<file path="config.mk">
export PLATFORM = sky130hd
export DESIGN_NAME = lw_sha_msg_sched
export DESIGN_NICKNAME = d
export VERILOG_FILES = /design/src/rtl/lw_sha_pkg.sv /design/src/rtl/lw_sha_sched_window.sv /design/src/rtl/lw_sha_msg_sched.sv
export SDC_FILE = /design/constraint.sdc
export NUM_CORES = 1
export LEC_CHECK = 0
export CAP_MARGIN = 20
export CORE_MARGIN = 3
export CORE_UTILIZATION = 55
export CTS_CLUSTER_DIAMETER = 60
export CTS_CLUSTER_SIZE = 24
export DETAILED_ROUTE_END_ITERATION = 16
export GPL_TIMING_DRIVEN = 0
export PLACE_DENSITY_LB_ADDON = 0.08
export SYNTH_ARGS = -nofsm -noshare
export SYNTH_HDL_FRONTEND = slang
export SYNTH_HIERARCHICAL = 1
export SYNTH_SLANG_ARGS = --single-unit
</file>
<file path="constraint.sdc">
create_clock -name clk_i -period 6.7 [get_ports clk_i]
set_clock_uncertainty 0.2 [all_clocks]
set_input_delay 1.675 -clock clk_i [delete_from_list [all_inputs] [get_ports clk_i]]
set_output_delay 1.675 -clock clk_i [all_outputs]
set_load 0.005 [all_outputs]
</file>
<file path="src/rtl/lw_sha_pkg.sv">
// Shared SHA helpers: word width selection, rotate/small-sigma functions,
// round counts and the message-schedule state encoding.
`ifndef WORD_SIZE
`ifdef CORE_ARCH_S64
`define WORD_SIZE 64
`else
`define WORD_SIZE 32
`endif
`endif

package lw_sha_pkg;

  localparam int WORD_W     = `WORD_SIZE;
  localparam int RIDX_W     = 7;
  localparam int ROUNDS_256 = 64;
  localparam int ROUNDS_512 = 80;

  typedef enum logic [1:0] {
    ST_IDLE,
    ST_LOAD,
    ST_EXPAND
  } sched_state_e;

  function automatic logic [31:0] rotr32(input logic [31:0] x, input int unsigned n);
    return (x >> n) | (x << (32 - n));
  endfunction

  function automatic logic [63:0] rotr64(input logic [63:0] x, input int unsigned n);
    return (x >> n) | (x << (64 - n));
  endfunction

  // SHA-256 mode works on the low 32 bits only; upper bits come back zero.
  function automatic logic [WORD_W-1:0] small_sigma0(input logic [WORD_W-1:0] x,
                                                      input logic mode);
    logic [63:0] x64;
    logic [31:0] x32;
    logic [63:0] r;
    x64 = 64'(x);
    x32 = x64[31:0];
    if (mode) r = rotr64(x64, 1) ^ rotr64(x64, 8) ^ (x64 >> 7);
    else      r = {32'd0, rotr32(x32, 7) ^ rotr32(x32, 18) ^ (x32 >> 3)};
    return r[WORD_W-1:0];
  endfunction

  function automatic logic [WORD_W-1:0] small_sigma1(input logic [WORD_W-1:0] x,
                                                      input logic mode);
    logic [63:0] x64;
    logic [31:0] x32;
    logic [63:0] r;
    x64 = 64'(x);
    x32 = x64[31:0];
    if (mode) r = rotr64(x64, 19) ^ rotr64(x64, 61) ^ (x64 >> 6);
    else      r = {32'd0, rotr32(x32, 17) ^ rotr32(x32, 19) ^ (x32 >> 10)};
    return r[WORD_W-1:0];
  endfunction

  function automatic logic [WORD_W-1:0] mode_mask(input logic [WORD_W-1:0] x,
                                                   input logic mode);
    logic [63:0] x64;
    x64 = 64'(x);
    if (!mode) x64[63:32] = '0;
    return x64[WORD_W-1:0];
  endfunction

endpackage

</file>
<file path="src/rtl/lw_sha_sched_window.sv">
// 16-entry schedule window: win[15] is newest, win[0] is W[t-16].
// Exposes only the taps the expansion needs.
module lw_sha_sched_window
  import lw_sha_pkg::*;
#(
  parameter int DATA_W = WORD_W
) (
  input  logic              clk_i,
  input  logic              rst_ni,
  input  logic              shift_i,
  input  logic [DATA_W-1:0] din_i,
  output logic [DATA_W-1:0] tap0_o,
  output logic [DATA_W-1:0] tap1_o,
  output logic [DATA_W-1:0] tap9_o,
  output logic [DATA_W-1:0] tap14_o
);

  logic [DATA_W-1:0] win_q [16];

  always_ff @(posedge clk_i or negedge rst_ni) begin
    if (!rst_ni) begin
      for (int i = 0; i < 16; i++) win_q[i] <= '0;
    end else if (shift_i) begin
      for (int i = 0; i < 15; i++) win_q[i] <= win_q[i+1];
      win_q[15] <= din_i;
    end
  end

  assign tap0_o  = win_q[0];
  assign tap1_o  = win_q[1];
  assign tap9_o  = win_q[9];
  assign tap14_o = win_q[14];

endmodule

</file>
<file path="src/rtl/lw_sha_msg_sched.sv">
// Message-schedule generator: passes W[0..15] through while loading the
// window, then expands W[16..N-1] one word per accepted handshake.
module lw_sha_msg_sched
  import lw_sha_pkg::*;
(
  input  logic              clk_i,
  input  logic              rst_ni,
`ifdef CORE_ARCH_S64
  input  logic              mode,
`endif
  input  logic              start_i,
  input  logic [WORD_W-1:0] blk_word_i,
  input  logic              blk_valid_i,
  output logic              blk_ready_o,
  output logic [WORD_W-1:0] word_o,
  output logic [RIDX_W-1:0] round_index_o,
  output logic              word_valid_o,
  input  logic              word_ready_i,
  output logic              last_o,
  output logic              busy_o
);

  sched_state_e      state_q, state_d;
  logic [RIDX_W-1:0] t_q, t_d;
  logic              mode_q, mode_d;
  logic              mode_in;
  logic              shift;
  logic [RIDX_W-1:0] t_last;
  logic [WORD_W-1:0] tap0, tap1, tap9, tap14;
  logic [WORD_W-1:0] exp_word;

`ifdef CORE_ARCH_S64
  assign mode_in = mode;
`else
  assign mode_in = 1'b0;
`endif

  lw_sha_sched_window #(
    .DATA_W (WORD_W)
  ) u_window (
    .clk_i   (clk_i),
    .rst_ni  (rst_ni),
    .shift_i (shift),
    .din_i   (word_o),
    .tap0_o  (tap0),
    .tap1_o  (tap1),
    .tap9_o  (tap9),
    .tap14_o (tap14)
  );

  assign t_last   = mode_q ? RIDX_W'(ROUNDS_512 - 1) : RIDX_W'(ROUNDS_256 - 1);
  assign exp_word = mode_mask(small_sigma1(tap14, mode_q) + tap9 +
                              small_sigma0(tap1, mode_q) + tap0, mode_q);

  always_ff @(posedge clk_i or negedge rst_ni) begin
    if (!rst_ni) begin
      state_q <= ST_IDLE;
      t_q     <= '0;
      mode_q  <= 1'b0;
    end else begin
      state_q <= state_d;
      t_q     <= t_d;
      mode_q  <= mode_d;
    end
  end

  always_comb begin
    state_d      = state_q;
    t_d          = t_q;
    mode_d       = mode_q;
    word_o       = '0;
    word_valid_o = 1'b0;
    blk_ready_o  = 1'b0;
    shift        = 1'b0;
    unique case (state_q)
      ST_IDLE: begin
        if (start_i) begin
          mode_d  = mode_in;
          t_d     = '0;
          state_d = ST_LOAD;
        end
      end
      ST_LOAD: begin
        // Zero-latency pass-through: the round engine sees W[0..15] directly.
        word_o       = mode_mask(blk_word_i, mode_q);
        word_valid_o = blk_valid_i;
        blk_ready_o  = word_ready_i;
        if (blk_valid_i && word_ready_i) begin
          shift = 1'b1;
          t_d   = t_q + 1'b1;
          if (t_q == RIDX_W'(15)) state_d = ST_EXPAND;
        end
      end
      ST_EXPAND: begin
        word_o       = exp_word;
        word_valid_o = 1'b1;
        if (word_ready_i) begin
          shift = 1'b1;
          if (t_q == t_last) begin
            t_d     = '0;
            state_d = ST_IDLE;
          end else begin
            t_d = t_q + 1'b1;
          end
        end
      end
      default: state_d = ST_IDLE;
    endcase
  end

  assign round_index_o = t_q;
  assign last_o        = word_valid_o && (t_q == t_last);
  assign busy_o        = (state_q != ST_IDLE);

endmodule

</file>
After elaboration in Yosys (flattened, before gate mapping):

Index checks and enable logic that the tools add are counted.

* eq/ne operators: 9
* reductions and logical operators: 7
* add/sub/neg operators: 4
* multiplexer cells: 17
* bitwise gates (word level): 8

Operator list (count)
* adder 32 bit: 3
* one-hot mux 32 bit (2 select lines): 1
* XOR 32 bit: 2
* bitwise OR 13 x 32 -> 32 bit: 1
* bitwise OR 14 x 32 -> 32 bit: 1
* bitwise OR 15 x 32 -> 32 bit: 1
* bitwise OR 25 x 32 -> 32 bit: 1
* XOR 32 x 22 -> 32 bit: 1
* XOR 32 x 29 -> 32 bit: 1
* two-way mux 7 bit: 4
* one-hot mux 7 bit (3 select lines): 1
* two-way mux 2 bit: 5
* inequality test 2 bit (second input constant): 5
* adder 7 x 1 -> 7 bit (second input constant): 1
* == test 7 x 4 -> 1 bit (second input constant): 1
* == test 7 x 6 -> 1 bit (second input constant): 1
* one-hot mux 2 bit (3 select lines): 1
* AND reduction 5 bit: 1
* one-hot mux 1 bit (2 select lines): 2
* AND reduction 4 bit: 1
* two-way mux 1 bit: 3
* nonzero test 3 bit: 1
* == test 2 x 1 -> 1 bit (second input constant): 1
* == test 2 bit (second input constant): 1
* 3 further kinds: 4

* logic and storage cells: 63
* flip-flop bits (word level): 521
* bits of input ports: 37

Logic depth before layout (Yosys ltp):

* depth in word-level cells: 7
* mapped depth: 17

Modules after synthesis:

The synthesis kept the hierarchy.

By module, submodules not included
* lw_sha_sched_window: area each 20181.9 µm², cells each 1209, times used 1, seq. area each 12812.3 µm²
* lw_sha_msg_sched: area each 5471.5 µm², cells each 703, times used 1, seq. area each 225.2 µm²

Worst setup path before layout:

Ideal clock, no wire load.

* path type: register to output
* start: register u_window.win_q (netlist bit u_window/tap14_o[28])
* end: output word_o[31]
* arrival: 3894 ps
* slack: 931 ps
* data required time: 4825 ps
* buffers on the path: 1
* cell stages (with the launch flop): 15
* cells stage by stage: dfrtp_1 > buf_4 > xor2_1 > xnor2_1 > fa_1 > fa_1 > inv_1 > ha_1 > and3_1 > nand3_2 > or3b_4 > a31oi_4 > a21oi_2 > or4b_4 > a41oi_2

* word-level cells in the longest chain between the ends: 7
* elaborated cells between the ends (all ways): 8
* those cells by class: add/sub: 3; mux: 1; bitwise: 4

Ends and longest elaborated chain
* start, declared: line lw_sha_sched_window.sv:18 `logic [DATA_W-1:0] win_q [16];`
* bitwise OR 13 x 32 -> 32 bit / bitwise OR 15 x 32 -> 32 bit (equally long branches): line lw_sha_pkg.sv:25 `return (x >> n) | (x << (32 - n));`
* XOR 32 bit: line lw_sha_pkg.sv:53 `else r = {32'd0, rotr32(x32, 17) ^ rotr32(x32, 19) ^ (x32 >> 10)};`
* XOR 32 x 22 -> 32 bit *: line lw_sha_pkg.sv:53
* adder 32 bit * (2 in a row): line lw_sha_msg_sched.sv:52 `assign exp_word = mode_mask(small_sigma1(tap14, mode_q) + tap9 +`
* adder 32 bit *: line lw_sha_msg_sched.sv:53 `small_sigma0(tap1, mode_q) + tap0, mode_q);`
* one-hot mux 32 bit (2 select lines) *: line lw_sha_msg_sched.sv:75 `unique case (state_q)`
* end, declared: line lw_sha_msg_sched.sv:15 `output logic [WORD_W-1:0] word_o,`

Mark *: on every way between the ends. The rest lies on a longest branch, timed or not.

Worst setup path after layout:

* start: register u_window.win_q (netlist bit u_window/tap14_o[23])
* end: output word_o[31]

The elaborated chain is that of the path after synthesis.

==> out/metrics.csv <==
stage,metric,value,unit
die,dieArea,49300,um2
synthesis,synth_flop_cell,dfrtp_1,
worst_setup_path,cp-startpoint,u_window/tap14_o[23],
die,die_y,222,um
cts,hold_buffers,0,
sta,slew_viol_final,0,
routing,drc,0,
power_and_ir_drop,powerDensity,365,nW/um2
synthesis,synth_seq_cells,521,
status,status,finished with violations,
cts,cts_max_path_buffers,3,
die,placementRows,78,
cts,clock_latency,0.58,ns
power_and_ir_drop,ir_worst_vdd,0.000252,V
worst_setup_path,start_kind,flip-flop,
synthesis,synth.net_count,2048,
global_route,grt_max_degree,129,
worst_setup_path,reg2reg_depth,17,
worst_setup_path,crit_path_max_fanout,3,
cts,clkSinkCount,521,
synthesis,yosys_warnings,6,
worst_setup_path,arrival,5.05,ns
routing,drt_iter0_drc,864,
global_route,antenna_found_initial,3,
worst_setup_path,cpLargestDelayFamily,adder cells,
routing,ant_nets,0,
synthesis,synth_area,25700,um2
worst_setup_path,cp.buffers_inverters,3,
sta,layout_setup_ws,-0.229,ns
synthesis,synth-edff-count,0,
sta,whs,0.302,ns
synthesis,avgSynthCellArea,13.4,um2
global_route,grt_first_pass_wirelength,96900,um
cts,cts_tree,done,
sta,max-slew-margin-rel,31.4,%
placed_design,gp_congestion,0.948,
status,violations,setup timing,
worst_setup_path,crit_path_max_incr_delay,0.54,ns
power_and_ir_drop,p_leak,14.9,nW
worst_setup_path,cp_cell_sequence,xor2_2 -> xnor2_2 -> fa_1 -> fa_1 -> inv_2 -> ha_4 -> and3_4 -> nand3_2 -> or3b_4 -> a31oi_4 -> buf_6 -> a21oi_4 -> or4b_4 -> a41oi_4 -> buf_2,
global_route,overflow,0,
placed_design,dp_hpwl,48900,um
routing,drt_wl_total,63700,um
global_route,grt_pass1_vias,15500,
final_layout,drive_gt1_share,46.7,%
sta,fin_crit_sh,103,%
sta,finalSetupViolCount,6,
cts,clk_pin_slew,0.09,ns
final_layout,final_common_cell,mux2_2,
worst_setup_path,cp-end-kind,output port,
worst_setup_path,critical-path-slowest-cell,fa_1,
synthesis,synth.distinct_cells,61,
global_route,grt_use_total,26.0,%
routing,drt-pass1-iter-count,5,
synthesis,synth-async-reset-ratio,100,%
routing,vias,14800,
cts,cts_buffers,38,
worst_setup_path,regToRegSetupSlack,1.72,ns
die,die_x,222,um
die,floorplan.initialDensity,56.0,%
routing,vias_per_cell,5.46,
final_layout,final_cell_mix,"513 x mux2_2, 508 x dfrtp_1, 173 x buf_4",
flow_run,drv_cap,0,
die,core-area,45800,um2
worst_hold_path,hp-class,flip-flop to flip-flop,
cts,h-tree-depth,2,
worst_hold_path,worstHoldStart,u_window/win_q[257],
worst_setup_path,crit_path_end,word_o[31],
placed_design,preCtsSetupSlack,-1.11,ns
worst_setup_path,r2r_start,u_window/tap14_o[23],
cts,cts-root-buf,clkbuf_16,
worst_setup_path,cpMostUsedCell,fa_1,
worst_setup_path,crit_cells,15,
synthesis,seq_area_frac_synth,50.8,%
synthesis,synthCells,1912,
die,num_io_pins,80,
routing,avgRoutedWirePerCell,23.5,um
sta,layout_min_cycle_time,6.93,ns
sta,rsz0062_at_grt,yes,
sta,tightestPinTransition,1.03,ns
worst_setup_path,worstPathRequired,4.83,ns
sta,max_freq,144,MHz
final_layout,area_growth,17.7,%
worst_setup_path,path_class,flip-flop to output port,
placed_design,io_buffers,79,
worst_setup_path,regToRegEndpoint,u_window/win_q[31],
final_layout,nNetsFinal,2218,
sta,hold_violations,0,
## cell usage after synthesis (all sizes together) (6+ instances only)
cell / instances / share of area [%]
inv: 130 / 1.9
nor2: 32 / 0.47
a21o: 7 / 0.20
nand4: 16 / 0.39
a21oi: 38 / 0.76
mux2: 514 / 23
dfrtp: 521 / 51
a22oi: 14 / 0.41
clkbuf: 29 / 0.74
nor3: 7 / 0.14
nand3: 12 / 0.25
o31ai: 7 / 0.20
xor2: 60 / 2.0
o21bai: 7 / 0.20
buf: 178 / 5.9
fa: 62 / 4.8
o21ai: 41 / 0.80
and2: 6 / 0.15
ha: 37 / 1.8
nand2: 50 / 0.73
xnor2: 81 / 2.8
## what timing repair did
item / 4_1_cts / 5_1_grt
pin swaps: 69 / 67
resized for setup: 208 / 64
buffers inserted: 39 / 23
endpoints found under the setup margin: 24 / 25
## sequential cells by signal (all words and copies together) (netlist names)
| name | count |
|---|---|
| round_index_o | 7 |
| state_q | 2 |
| u_window/tap0_o | 32 |
| u_window/tap1_o | 32 |
| u_window/win_q | 384 |
| u_window/tap14_o | 32 |
| u_window/tap9_o | 32 |
## layout make-up
cell class / instances / area, um2
Tap cell: 600 / 751
Antenna cell: 1 / 2.50
Clock buffer: 40 / 990
Sequential cell: 521 / 13100
Inverter: 131 / 492
Clock inverter: 30 / 449
Timing Repair Buffer: 145 / 1400
Multi-Input combinational cell: 1053 / 11400
Buffer: 192 / 1630
Fill cell: 3441 / 15600
## cell families after synthesis
family	synth area share [%]
AOI/OAI and AO/OA	3.58
xor gates and xnor gates	4.81
adders and majority gates	6.64
buffers and inverters	8.52
DFF	50.8
muxes	22.6
and+or+nand+nor	2.98
## worst min-delay path by stage
stage / cells after the start / slack [ns] / endpoint
after detailed placement: 1 / 0.29 / u_window/win_q[108]
after global placement: 1 / 0.28 / u_window/win_q[129]
after floorplan: 1 / 0.27 / u_window/win_q[93]
final: 1 / 0.30 / u_window/win_q[289]
after global routing: 1 / 0.31 / u_window/win_q[373]
after CTS: 1 / 0.30 / u_window/tap1_o[14]
## through the flow
step	instances	power (mW)	setup TNS [ns]	cell area (um2)	utilization (%)
after detailed placement	2596	7.47	-10.55	27300	59.7
after global placement	2591	7.44	-9784.89	27200	59.4
after global routing	2712	11.5	-2.20	30200	65.9
after floorplan	1912	6.11	0	25700	-
after CTS	2694	10.8	-1.60	29800	65.1
final	2713	11.0	-0.714	30200	65.9
## per-layer routing
| layer | track usage (%) | wire length [um] | vias up |
|---|---|---|---|
| met5 | 0 | 0 | - |
| li1 | - | - | 6705 |
| met4 | 4.89 | 1090 | 0 |
| met3 | 2.83 | 2020 | 59 |
| met1 | 37.9 | 29300 | 7820 |
| met2 | 42.9 | 31200 | 218 |
## power by group
part	leakage (nW)	total [mW]	internal (mW)	switching, mW
clock network	0.700	2.60	1.36	1.25
logic	6.92	4.66	2.09	2.57
registers	7.24	3.75	3.47	0.277
total	14.9	11.0	6.91	4.10
Power figures use the tool's default switching activity.
